**config.mk**
```make
export PLATFORM = sky130hd
export DESIGN_NAME = cdb_arbiter_flat
export DESIGN_NICKNAME = d
export VERILOG_FILES = /design/src/rtl/cpu_types.sv /design/src/rtl/cdb_arbiter_if.sv /design/src/rtl/cdb_req_fifo.sv /design/src/rtl/cdb_arbiter.sv /design/src/flat_wrapper.sv
export SDC_FILE = /design/constraint.sdc
export NUM_CORES = 1
export LEC_CHECK = 0
export ABC_AREA = 1
export CORE_MARGIN = 2
export CORE_UTILIZATION = 45
export CTS_BUF_LIST = sky130_fd_sc_hd__clkbuf_2
export DETAILED_ROUTE_END_ITERATION = 8
export GPL_ROUTABILITY_DRIVEN = 0
export MAX_ROUTING_LAYER = met4
export PLACE_DENSITY = 0.68
export SYNTH_ARGS = -nofsm -noshare
export SYNTH_HDL_FRONTEND = slang
export SYNTH_SLANG_ARGS = --single-unit
```
**constraint.sdc**
```tcl
create_clock -name clk -period 7.3 [get_ports clk]
set_input_delay 1.095 -clock clk [delete_from_list [all_inputs] [get_ports clk]]
set_output_delay 1.095 -clock clk [all_outputs]
set_load 0.005 [all_outputs]
```
**src/rtl/cpu_types.sv**
```systemverilog
// Shared core types: reservation-station tags, the CDB broadcast record and
// the CDB requester numbering.
package cpu_types;

  localparam int TAG_W      = 5;
  localparam int CDB_DATA_W = 32;

  typedef logic [TAG_W-1:0] RS_tag_type;

  // Tag value reserved to mean "no result".
  localparam RS_tag_type INVALID = '0;

  typedef struct packed {
    RS_tag_type            tag;
    logic [CDB_DATA_W-1:0] data;
  } cdb_t;

  localparam cdb_t CDB_IDLE = '{tag: INVALID, data: '0};

  localparam int CDB_NUM_REQ = 4;
  localparam int CDB_LOAD1   = 0;
  localparam int CDB_LOAD2   = 1;
  localparam int CDB_ALU1    = 2;
  localparam int CDB_ALU2    = 3;

endpackage

```
**src/rtl/cdb_arbiter_if.sv**
```systemverilog
// Producer-side handshakes and the CDB broadcast of the result arbiter.
interface cdb_arbiter_if import cpu_types::*; #(
  parameter int NUM_REQ = CDB_NUM_REQ,
  parameter int DATA_W  = CDB_DATA_W
);

  localparam int IDX_W = $clog2(NUM_REQ);

  logic                           flush;
  logic [NUM_REQ-1:0]             req_valid;
  RS_tag_type [NUM_REQ-1:0]       req_tag;
  logic [NUM_REQ-1:0][DATA_W-1:0] req_data;
  logic [NUM_REQ-1:0]             req_ready;
  cdb_t                           cdb_out;
  logic                           cdb_valid;
  logic [IDX_W-1:0]               grant_idx;

  modport master (
    output flush, req_valid, req_tag, req_data,
    input  req_ready, cdb_out, cdb_valid, grant_idx
  );

  modport slave (
    input  flush, req_valid, req_tag, req_data,
    output req_ready, cdb_out, cdb_valid, grant_idx
  );

endinterface

```
**src/rtl/cdb_req_fifo.sv**
```systemverilog
// Small per-producer result FIFO; pointers carry one extra wrap bit so full
// and empty are distinguishable without a separate counter.
module cdb_req_fifo #(
  parameter int DEPTH  = 2,
  parameter int DATA_W = 32
) (
  input  logic              clk,
  input  logic              rst,
  input  logic              flush,
  input  logic              push,
  input  logic [DATA_W-1:0] entry,
  input  logic              pop,
  output logic [DATA_W-1:0] head,
  output logic              empty,
  output logic              full
);

  localparam int IDX_W  = $clog2(DEPTH);
  localparam int PTR_W  = IDX_W + 1;
  localparam int SLOT_W = (IDX_W > 0) ? IDX_W : 1;
  localparam logic [PTR_W-1:0] FULL_XOR = PTR_W'(DEPTH);

  logic [PTR_W-1:0]  wr_ptr_q, wr_ptr_d;
  logic [PTR_W-1:0]  rd_ptr_q, rd_ptr_d;
  logic [SLOT_W-1:0] wr_slot, rd_slot;
  logic [DATA_W-1:0] mem_q [DEPTH];
  logic              do_push, do_pop;

  if (IDX_W > 0) begin : g_slot
    assign wr_slot = wr_ptr_q[SLOT_W-1:0];
    assign rd_slot = rd_ptr_q[SLOT_W-1:0];
  end else begin : g_single
    assign wr_slot = '0;
    assign rd_slot = '0;
  end

  assign empty   = (wr_ptr_q == rd_ptr_q);
  assign full    = ((wr_ptr_q ^ rd_ptr_q) == FULL_XOR);
  assign head    = mem_q[rd_slot];
  assign do_push = push && !full && !flush;
  assign do_pop  = pop && !empty && !flush;

  // NOTE: every always_comb output gets a default first, so no path leaves it unassigned and no latch is inferred.
  always_comb begin
    wr_ptr_d = wr_ptr_q;
    rd_ptr_d = rd_ptr_q;
    if (flush) begin
      wr_ptr_d = '0;
      rd_ptr_d = '0;
    end else begin
      if (do_push) wr_ptr_d = wr_ptr_q + PTR_W'(1);
      if (do_pop)  rd_ptr_d = rd_ptr_q + PTR_W'(1);
    end
  end

  // NOTE: sequential state uses non-blocking assignment so every flop samples pre-edge values regardless of statement order.
  always_ff @(posedge clk or posedge rst) begin
    if (rst) begin
      wr_ptr_q <= '0;
      rd_ptr_q <= '0;
    end else begin
      wr_ptr_q <= wr_ptr_d;
      rd_ptr_q <= rd_ptr_d;
    end
  end

  // NOTE: storage is deliberately not reset; the pointers alone decide which slots hold live entries.
  always_ff @(posedge clk) begin
    if (do_push) mem_q[wr_slot] <= entry;
  end

endmodule

```
**src/rtl/cdb_arbiter.sv**
```systemverilog
// Round-robin scheduler of the common data bus: one bounded FIFO per result
// producer, at most one pop per cycle, registered broadcast.
module cdb_arbiter import cpu_types::*; #(
  parameter int NUM_REQ = CDB_NUM_REQ,
  parameter int DEPTH   = 2,
  parameter int DATA_W  = CDB_DATA_W
) (
  input  logic          clk,
  input  logic          rst,
  cdb_arbiter_if.slave  bus
);

  localparam int IDX_W   = $clog2(NUM_REQ);
  localparam int TAG_W_L = $bits(RS_tag_type);
  localparam int ENTRY_W = TAG_W_L + DATA_W;
  localparam logic [IDX_W-1:0] LAST_IDX = IDX_W'(NUM_REQ - 1);

  logic [NUM_REQ-1:0] push, pop, empty, full;
  logic [ENTRY_W-1:0] head [NUM_REQ];
  logic [IDX_W-1:0]   rr_ptr_q, rr_ptr_d;
  logic [IDX_W-1:0]   grant_q, grant_d;
  logic [IDX_W-1:0]   winner, cand;
  logic               found;
  cdb_t               cdb_q, cdb_d;
  logic               cdb_valid_q, cdb_valid_d;

  // Ready looks at the pre-pop fill level, so a full FIFO never accepts in the cycle it drains.
  assign bus.req_ready = ~full & {NUM_REQ{~bus.flush}};

  for (genvar i = 0; i < NUM_REQ; i++) begin : g_req
    assign push[i] = bus.req_valid[i] && bus.req_ready[i] && (bus.req_tag[i] != INVALID);
    assign pop[i]  = found && !bus.flush && (winner == IDX_W'(i));

    cdb_req_fifo #(
      .DEPTH  (DEPTH),
      .DATA_W (ENTRY_W)
    ) u_fifo (
      .clk   (clk),
      .rst   (rst),
      .flush (bus.flush),
      .push  (push[i]),
      .entry ({bus.req_tag[i], bus.req_data[i]}),
      .pop   (pop[i]),
      .head  (head[i]),
      .empty (empty[i]),
      .full  (full[i])
    );
  end

  // First non-empty FIFO at or after the round-robin pointer wins.
  always_comb begin
    found  = 1'b0;
    winner = rr_ptr_q;
    cand   = rr_ptr_q;
    for (int k = 0; k < NUM_REQ; k++) begin
      cand = IDX_W'((int'(rr_ptr_q) + k) % NUM_REQ);
      if (!found && !empty[cand]) begin
        found  = 1'b1;
        winner = cand;
      end
    end
  end

  always_comb begin
    cdb_d    = CDB_IDLE;
    grant_d  = grant_q;
    rr_ptr_d = rr_ptr_q;
    if (!bus.flush && found) begin
      cdb_d.tag  = head[winner][ENTRY_W-1 -: TAG_W_L];
      cdb_d.data = head[winner][DATA_W-1:0];
      grant_d    = winner;
      rr_ptr_d   = (winner == LAST_IDX) ? '0 : winner + IDX_W'(1);
    end
    cdb_valid_d = (cdb_d.tag != INVALID);
  end

  always_ff @(posedge clk or posedge rst) begin
    if (rst) begin
      cdb_q       <= CDB_IDLE;
      cdb_valid_q <= 1'b0;
      grant_q     <= '0;
      rr_ptr_q    <= '0;
    end else begin
      cdb_q       <= cdb_d;
      cdb_valid_q <= cdb_valid_d;
      grant_q     <= grant_d;
      rr_ptr_q    <= rr_ptr_d;
    end
  end

  assign bus.cdb_out   = cdb_q;
  assign bus.cdb_valid = cdb_valid_q;
  assign bus.grant_idx = grant_q;

endmodule

```
**src/flat_wrapper.sv**
```systemverilog
// flat-port wrapper written by rule: the top's interface ports become plain ports
module cdb_arbiter_flat import cpu_types::*;
#(
  parameter int NUM_REQ = CDB_NUM_REQ,
  parameter int DEPTH   = 2,
  parameter int DATA_W  = CDB_DATA_W
)
  (clk, rst, bus_flush, bus_req_valid, bus_req_tag, bus_req_data, bus_req_ready, bus_cdb_out, bus_cdb_valid, bus_grant_idx);
  cdb_arbiter_if #(.NUM_REQ(NUM_REQ), .DATA_W(DATA_W)) bus_i ();
  input  logic clk;
  input  logic rst;
  input wire logic [$bits(bus_i.flush)-1:0] bus_flush;
  input wire logic [$bits(bus_i.req_valid)-1:0] bus_req_valid;
  input wire logic [$bits(bus_i.req_tag)-1:0] bus_req_tag;
  input wire logic [$bits(bus_i.req_data)-1:0] bus_req_data;
  output wire logic [$bits(bus_i.req_ready)-1:0] bus_req_ready;
  output wire logic [$bits(bus_i.cdb_out)-1:0] bus_cdb_out;
  output wire logic [$bits(bus_i.cdb_valid)-1:0] bus_cdb_valid;
  output wire logic [$bits(bus_i.grant_idx)-1:0] bus_grant_idx;
  assign bus_i.flush = bus_flush;
  assign bus_i.req_valid = bus_req_valid;
  assign bus_i.req_tag = bus_req_tag;
  assign bus_i.req_data = bus_req_data;
  assign bus_req_ready = bus_i.req_ready;
  assign bus_cdb_out = bus_i.cdb_out;
  assign bus_cdb_valid = bus_i.cdb_valid;
  assign bus_grant_idx = bus_i.grant_idx;
  cdb_arbiter #(.NUM_REQ(NUM_REQ), .DEPTH(DEPTH), .DATA_W(DATA_W)) u_core (.clk(clk), .rst(rst), .bus(bus_i));
endmodule
```
==> impl_metrics.csv, run 1 <==
group,metric,value,unit
status,status,"completed",
cells_and_area,area_growth,22.75,%
worst_setup_path,start_kind,"flop",
job,maxCapViolations,0,
global_route,antenna_found_initial,2,
sta,finClkSkew,0.07522,ns
floorplanning,io_pins,199,
yosys,async_flop_share,16.38,%
floorplanning,design.core.area,30830,um2
yosys,syn_area_per_cell,11.85,um2
route,antenna_left,0,
route,drt-total-wl,37.29,mm
yosys,synth_top_area_cell,"edfxtp_1",
clocking,cts_sinks,354,
sta,rsz0062_at_grt,"false",
power_and_ir_drop,p_switching,0.002913,W
worst_setup_path,path_class,"reg2out",
placed_design,dpl-instance-area,16510,um2
global_route,grt_pass1_wl,56.75,mm
yosys,ys_seq_area_share,73.00,%
clocking,ctsRootBufferMaster,"clkbuf_2",
sta,timing.slew.headroom,13.00,%
yosys,syn_inst,1195,
sta,tightest_slew,1.302,ns
yosys,synth-simple-area-share,16.31,%
power_and_ir_drop,p_leak,6.689,nW
route,via_per_inst,5.241,
route,drcViolationCount,0,
power_and_ir_drop,irDropWorstVdd,0.5176,mV
sta,clock.fmax,224.9,MHz
power_and_ir_drop,sequentialPowerShare,36.5,%
worst_setup_path,worstPathMaxFanout,40,
floorplanning,start_util,45.95,%
floorplanning,dieHeight,181.4,um
cells_and_area,fill_cells,2581,
clocking,postCtsSetupRepairBufs,0,
hold_path,worstHoldStart,"u_core.g_req[1].u_fifo.wr_ptr_q[1]",
yosys,synthXorXnorAreaFrac,0.1148,%
worst_setup_path,worstReg2RegStart,"u_core.g_req[3].u_fifo.rd_ptr_q[0]",
yosys,synth_top_cell_area_share,62.75,%
route,num_vias,9978,
yosys,yosys_warnings,0,
clocking,clk_latency,0.90,ns
yosys,synth.area.mux_share,0.9186,%
yosys,yosys-top-cells-area,"edfxtp_1 63%, dfrtp_1 10%, nand2_1 6.9%, nor2_1 5.0%, nand3_1 3.1%",
sta,finalSetupViolations,0,
yosys,syn_area,14160,um2
cells_and_area,nets,1595,
route,drt_pass1_iterations,5,
clocking,post_cts_resized,0,
global_route,grt_max_degree,66,
worst_setup_path,cp.arrival,3.35,ns
clocking,postCtsHoldBufs,0,
floorplanning,rows,64,
yosys,ys_seq_elements,354,
clocking,tritoncts,"done",
route,dr.first_iter.drc_count,943,
floorplanning,die_w,181.4,um
cells_and_area,drive_gt1_share,12.35,%
sta,whs,0.5090,ns
hold_path,min_path_type,"reg2reg",
floorplanning,die-area,32910,um2
sta,hold_violations,0,
worst_setup_path,endpoint_kind,"output pin",
cells_and_area,stdcell_area,17390,um2
global_route,grtUsageTotal,23.67,%
yosys,synthAdderAreaFrac,0.3533,%
sta,setup_tns,0,ns
placed_design,hpwl,24.49,mm
clocking,cts_buffers,86,
clocking,clock_path_buffers,3,
route,wl_per_cell,19.58,um
global_route,grt_pass1_vias,9945,
worst_setup_path,crit_start,"u_core.g_req[3].u_fifo.rd_ptr_q[0]",
cells_and_area,multi_input_area,3467,um2
sta,timing.final.crit_share,60.92,%
yosys,ys.flop_type,"edfxtp_1",
yosys,synth_enable_flop_cells,296,
clocking,htreeDepth,3,
cells_and_area,register_area,10340,um2
worst_setup_path,required,6.20,ns
sta,slew_violations,0,
power_and_ir_drop,power_per_cell_area,392.9,nW/um2
power_and_ir_drop,sw_frac_of_total,42.65,%
yosys,synth_top_family_by_area,"simple AND/OR/NAND/NOR gates",
yosys,synthesis.nets,1354,
sta,period_needed,4.447,ns
power_and_ir_drop,clkPwrFrac,20.5,%
clocking,clk_pin_slew,0.12,ns
yosys,ys_types,36,
power_and_ir_drop,pwr-share-comb,43.0,%
yosys,synth_compound_area_share,6.342,%
power_and_ir_drop,p_int,0.003918,W
placed_design,io_buffer_count,198,
global_route,gr-total-overflow,0,
[flip-flops by register name (all words and copies together), names as in the netlist]
name                          count
u_core.g_req.u_fifo.wr_ptr_q      8
u_core.bus.cdb_valid              1
u_core.g_req.u_fifo.mem_q       296
u_core.g_req.u_fifo.rd_ptr_q      8
u_core.bus.grant_idx              2
u_core.bus.cdb_out               37
u_core.rr_ptr_q                   2
[synthesized netlist by cell type, types with 2 or more instances]
cell	instances
a21oi_1	36
a31oi_1	4
buf_2	13
buf_4	2
buf_6	6
clkbuf_1	33
clkbuf_2	2
dfrtp_1	58
edfxtp_1	296
ha_1	4
inv_1	27
inv_2	6
mux2i_1	13
nand2_1	262
nand2_2	4
nand2_4	2
nand3_1	87
nand3_2	3
nand4_1	2
nor2_1	189
nor3_1	3
o211ai_1	9
o21ai_0	74
o21ai_1	48
[stage by stage]
| step | total power (W) | utilization (%) | setup WS [ns] | std cells |
|---|---|---|---|---|
| global route | 0.007275 | 56.40 | 2.584 | 1904 |
| global placement | 0.005395 | 53.55 | 3.180 | 1744 |
| floorplan | 0.004417 | - | 3.685 | 1195 |
| finish | 0.006831 | 56.40 | 2.853 | 1904 |
| CTS | 0.006838 | 56.38 | 2.848 | 1902 |
| detailed placement | 0.005438 | 53.55 | 3.064 | 1744 |
[cells by family (layout without fill, tap and decap cells)]
logic type                 Yosys count  after routing
DFF                                354            354
and+or+nand+nor                    558            558
buffers and inverters               92            403
muxes                               13             13
adders and majority gates            4              4
other                                0              2
xor gates and xnor gates             1              1
AOI/OAI and AO/OA                  173            173
[cell usage in the layout (no fill, tap or decap), types with 5 or more instances in the layout]
cell,instances
edfxtp_1,296
nand2_1,261
clkdlybuf4s50_1,198
nor2_1,181
clkbuf_2,136
nand3_1,87
o21ai_0,74
dfrtp_1,58
o21ai_1,48
a21oi_1,36
inv_1,26
clkinv_1,17
mux2i_1,13
buf_4,12
o211ai_1,9
nor2_4,9
inv_2,7
nand2_2,5
[metal layers]
layer	share of wire [%]	global-route usage [%]	vias to the layer above
met1	43	32.02	4741
met5	0	-	-
met2	46	34.84	470
met3	8.0	5.094	66
met4	3.3	10.11	0
li1	-	-	4701
[power groups by stage]
stage                     registers, W  clock network [W]  logic, W
after global routing           0.00251            0.00153   0.00323
after global placement         0.00254                  0   0.00286
after CTS                      0.00250            0.00143   0.00291
after detailed placement       0.00254                  0   0.00290
after floorplan                0.00251                  0   0.00191
final                          0.00250            0.00140   0.00294
[critical path, stage by stage, from the launching register on]
cell             delay, ns
dfrtp_1               0.34
buf_4                 0.42
inv_2                 0.42
nand2_1               0.15
nand2_1               0.12
a31oi_1               0.37
clkdlybuf4s50_1       0.59
[area by class of cell]
cell class                 instances  area share (%)
sequential                       354           59.47
multi-input combinational        749           19.94
timing repair buffer             210           11.92
clock buffer                     136           3.915
clock inverter                    22           1.108
antenna                            2         0.02878
inverter                          35          0.7771
tap                              396           2.850
[path summary, 6_finish.rpt]
check / endpoint / slack (ns) / cells past startpoint
setup / recovery: bus_req_ready[3] / 2.85 / 6
hold reg to reg: u_core.g_req[1].u_fifo.wr_ptr_q[1] / 0.51 / 1
max in group asynchronous: u_core.bus.cdb_out[32] / 5.91 / 3
setup reg to reg: u_core.g_req[3].u_fifo.rd_ptr_q[1] / 2.98 / 17
hold / removal: u_core.g_req[1].u_fifo.wr_ptr_q[1] / 0.51 / 1
min in group asynchronous: u_core.bus.cdb_out[28] / 0.75 / 3
(Power assumes the default switching activity.)
==> inputs of run 2 (changes only) <==
- PLACE_DENSITY: 0.68 -> 0.7
- clock period: 7.3 -> 3.66 ns (I/O delays scaled with it)
==> impl_metrics.csv, run 2 (synthesis gave the netlist of run 1 again) <==
group,metric,value,unit
clocking,postCtsSetupRepairBufs,0,
worst_setup_path,worstPathMaxFanout,33,
clocking,clk_pin_slew,0.11,ns
status,status,"completed",
clocking,tritoncts,"done",
floorplanning,rows,64,
cells_and_area,nets,1615,
route,drt_pass1_iterations,5,
global_route,gr-total-overflow,0,
sta,timing.slew.headroom,57.44,%
clocking,cts_buffers,87,
cells_and_area,drive_gt1_share,13.90,%
clocking,clk_latency,0.85,ns
power_and_ir_drop,p_leak,6.784,nW
cells_and_area,area_growth,23.79,%
worst_setup_path,crit_top_cell,"nand2_1",
clocking,ctsRootBufferMaster,"clkbuf_2",
floorplanning,dieHeight,181.4,um
global_route,grtUsageTotal,23.85,%
cells_and_area,largest_reg_flops,296,
route,wl_per_cell,19.82,um
cells_and_area,fill_cells,2579,
hold_path,min_path_type,"in2reg",
global_route,antenna_found_initial,1,
hold_path,hold_depth,1,
worst_setup_path,worstReg2RegStart,"u_core.g_req[2].u_fifo.rd_ptr_q[0]",
worst_setup_path,crit_start,"u_core.g_req[2].u_fifo.rd_ptr_q[0]",
cells_and_area,largest-register,"u_core.g_req.u_fifo.mem_q",
sta,slew_violations,0,
route,dr.first_iter.drc_count,855,
hold_path,worstHoldStart,"bus_req_data[122]",
sta,finClkSkew,0.05776,ns
sta,setup_tns,0,ns
floorplanning,io_pins,199,
clocking,htreeDepth,3,
power_and_ir_drop,finalPower,0.01359,W
sta,timing.final.crit_share,89.64,%
sta,clock.fmax,304.8,MHz
worst_setup_path,cp.arrival,4.02,ns
sta,rsz0062_at_grt,"false",
sta,hold_violations,0,
worst_setup_path,path_cells,"buf_4 > nand2_1 > nand2_1 > nand3_1 > nand3_1 > nand2_2 > nor2_8 > nand4_2 > nand2_8 > buf_4 > ha_1 > nand2_1 > nor2_1 > nand2_1 > o21ai_0 > a21oi_1",
worst_setup_path,path_class,"reg2reg",
job,maxCapViolations,0,
floorplanning,start_util,45.95,%
route,num_vias,10180,
clocking,clock_path_buffers,3,
worst_setup_path,slowest_stage,"buf_4",
global_route,grt_max_degree,39,
worst_setup_path,rr_worst_depth,16,
global_route,grt_pass1_vias,9940,
route,antenna_left,0,
cells_and_area,final_cell_mix,"296 x edfxtp_1, 261 x nand2_1, 198 x clkdlybuf4s50_1, 181 x nor2_1, 143 x clkbuf_2",
clocking,cts_sinks,354,
floorplanning,die-area,32910,um2
route,drt-total-wl,38.10,mm
power_and_ir_drop,power_per_cell_area,775.1,nW/um2
sta,finalSetupViolations,0,
cells_and_area,final_common_cell,"edfxtp_1",
route,via_per_inst,5.296,
sta,tightest_slew,0.6304,ns
floorplanning,design.core.area,30830,um2
worst_setup_path,start_kind,"flop",
sta,period_needed,3.281,ns
floorplanning,die_w,181.4,um
placed_design,io_buffer_count,198,
route,drcViolationCount,0,
power_and_ir_drop,irDropWorstVdd,0.5313,mV
worst_setup_path,cpPeakStageDelay,0.40,ns
worst_setup_path,required,4.40,ns
placed_design,hpwl,25.64,mm
global_route,grt_pass1_wl,57.08,mm
worst_setup_path,endpoint_kind,"flop",
[run 2: cell type report]
cell class,count,area [um2],share of cell area [%]
multi-input combinational,749,3467,19.77
inverter,35,136.4,0.7778
clock inverter,15,82.58,0.4710
antenna,1,2.502,0.01427
clock buffer,143,715.7,4.082
timing repair buffer,229,2292,13.07
tap,396,495.5,2.826
sequential,354,10340,58.98
[run 2: path summary, 6_finish.rpt]
kind,endpoint,slack (ns)
min,u_core.g_req[3].u_fifo.mem_q[1][26],0.28
max reg2reg,u_core.g_req[2].u_fifo.rd_ptr_q[1],0.38
max in group asynchronous,u_core.g_req[1].u_fifo.rd_ptr_q[0],2.29
min reg2reg,u_core.g_req[1].u_fifo.wr_ptr_q[1],0.50
min in group asynchronous,u_core.bus.grant_idx[1],0.59
max,u_core.g_req[2].u_fifo.rd_ptr_q[1],0.38
[run 2: worst max-delay path: cells and delay by family, from the launching register on]
family                   cells  cell delay [ns]
AND/OR/NAND/NOR             11             1.70
AO/OA/AOI/OAI                2             0.23
adder cells (fa/ha/maj)      1             0.21
flip-flops                   1             0.39
buffers and inverters        2             0.62
[run 2: per-stage QoR]
step | utilization, % | hold WS, ns | instance area [um2] | setup slack (ns) | instances
after CTS | 56.85 | 0.1852 | 17530 | 0.2305 | 1921
after floorplan | - | 0.4544 | 14160 | 0.5288 | 1195
after global placement | 54.23 | 0.4706 | 16720 | 0.3202 | 1762
final | 56.88 | 0.2822 | 17530 | 0.3792 | 1922
after global routing | 56.88 | 0.1979 | 17530 | 0.04678 | 1922
after detailed placement | 54.23 | 0.4929 | 16720 | 0.2400 | 1762
[run 2: per-layer routing]
layer  share of wire [%]  vias to the layer above  routed length (um)  global-route usage [%]
met5                   0                        -                   0                       -
met4                 2.9                        0                1098                   9.171
met3                 7.6                       83                2890                   4.212
met2                  46                      519               17460                   36.00
met1                  44                     4855               16650                   32.54
li1                    -                     4721                   -                       -
[run 2: repair_timing]
action	CTS	global route
endpoints found under the setup margin	0	5
hold endpoints to repair	3	0
resized for setup	0	3
hold buffers	1	0
[run 2: power by group]
group	switching (W)	total (W)	internal (W)
clock	0.00152	0.00260	0.00108
sequential	0.000203	0.00499	0.00479
combinational	0.00409	0.00600	0.00191
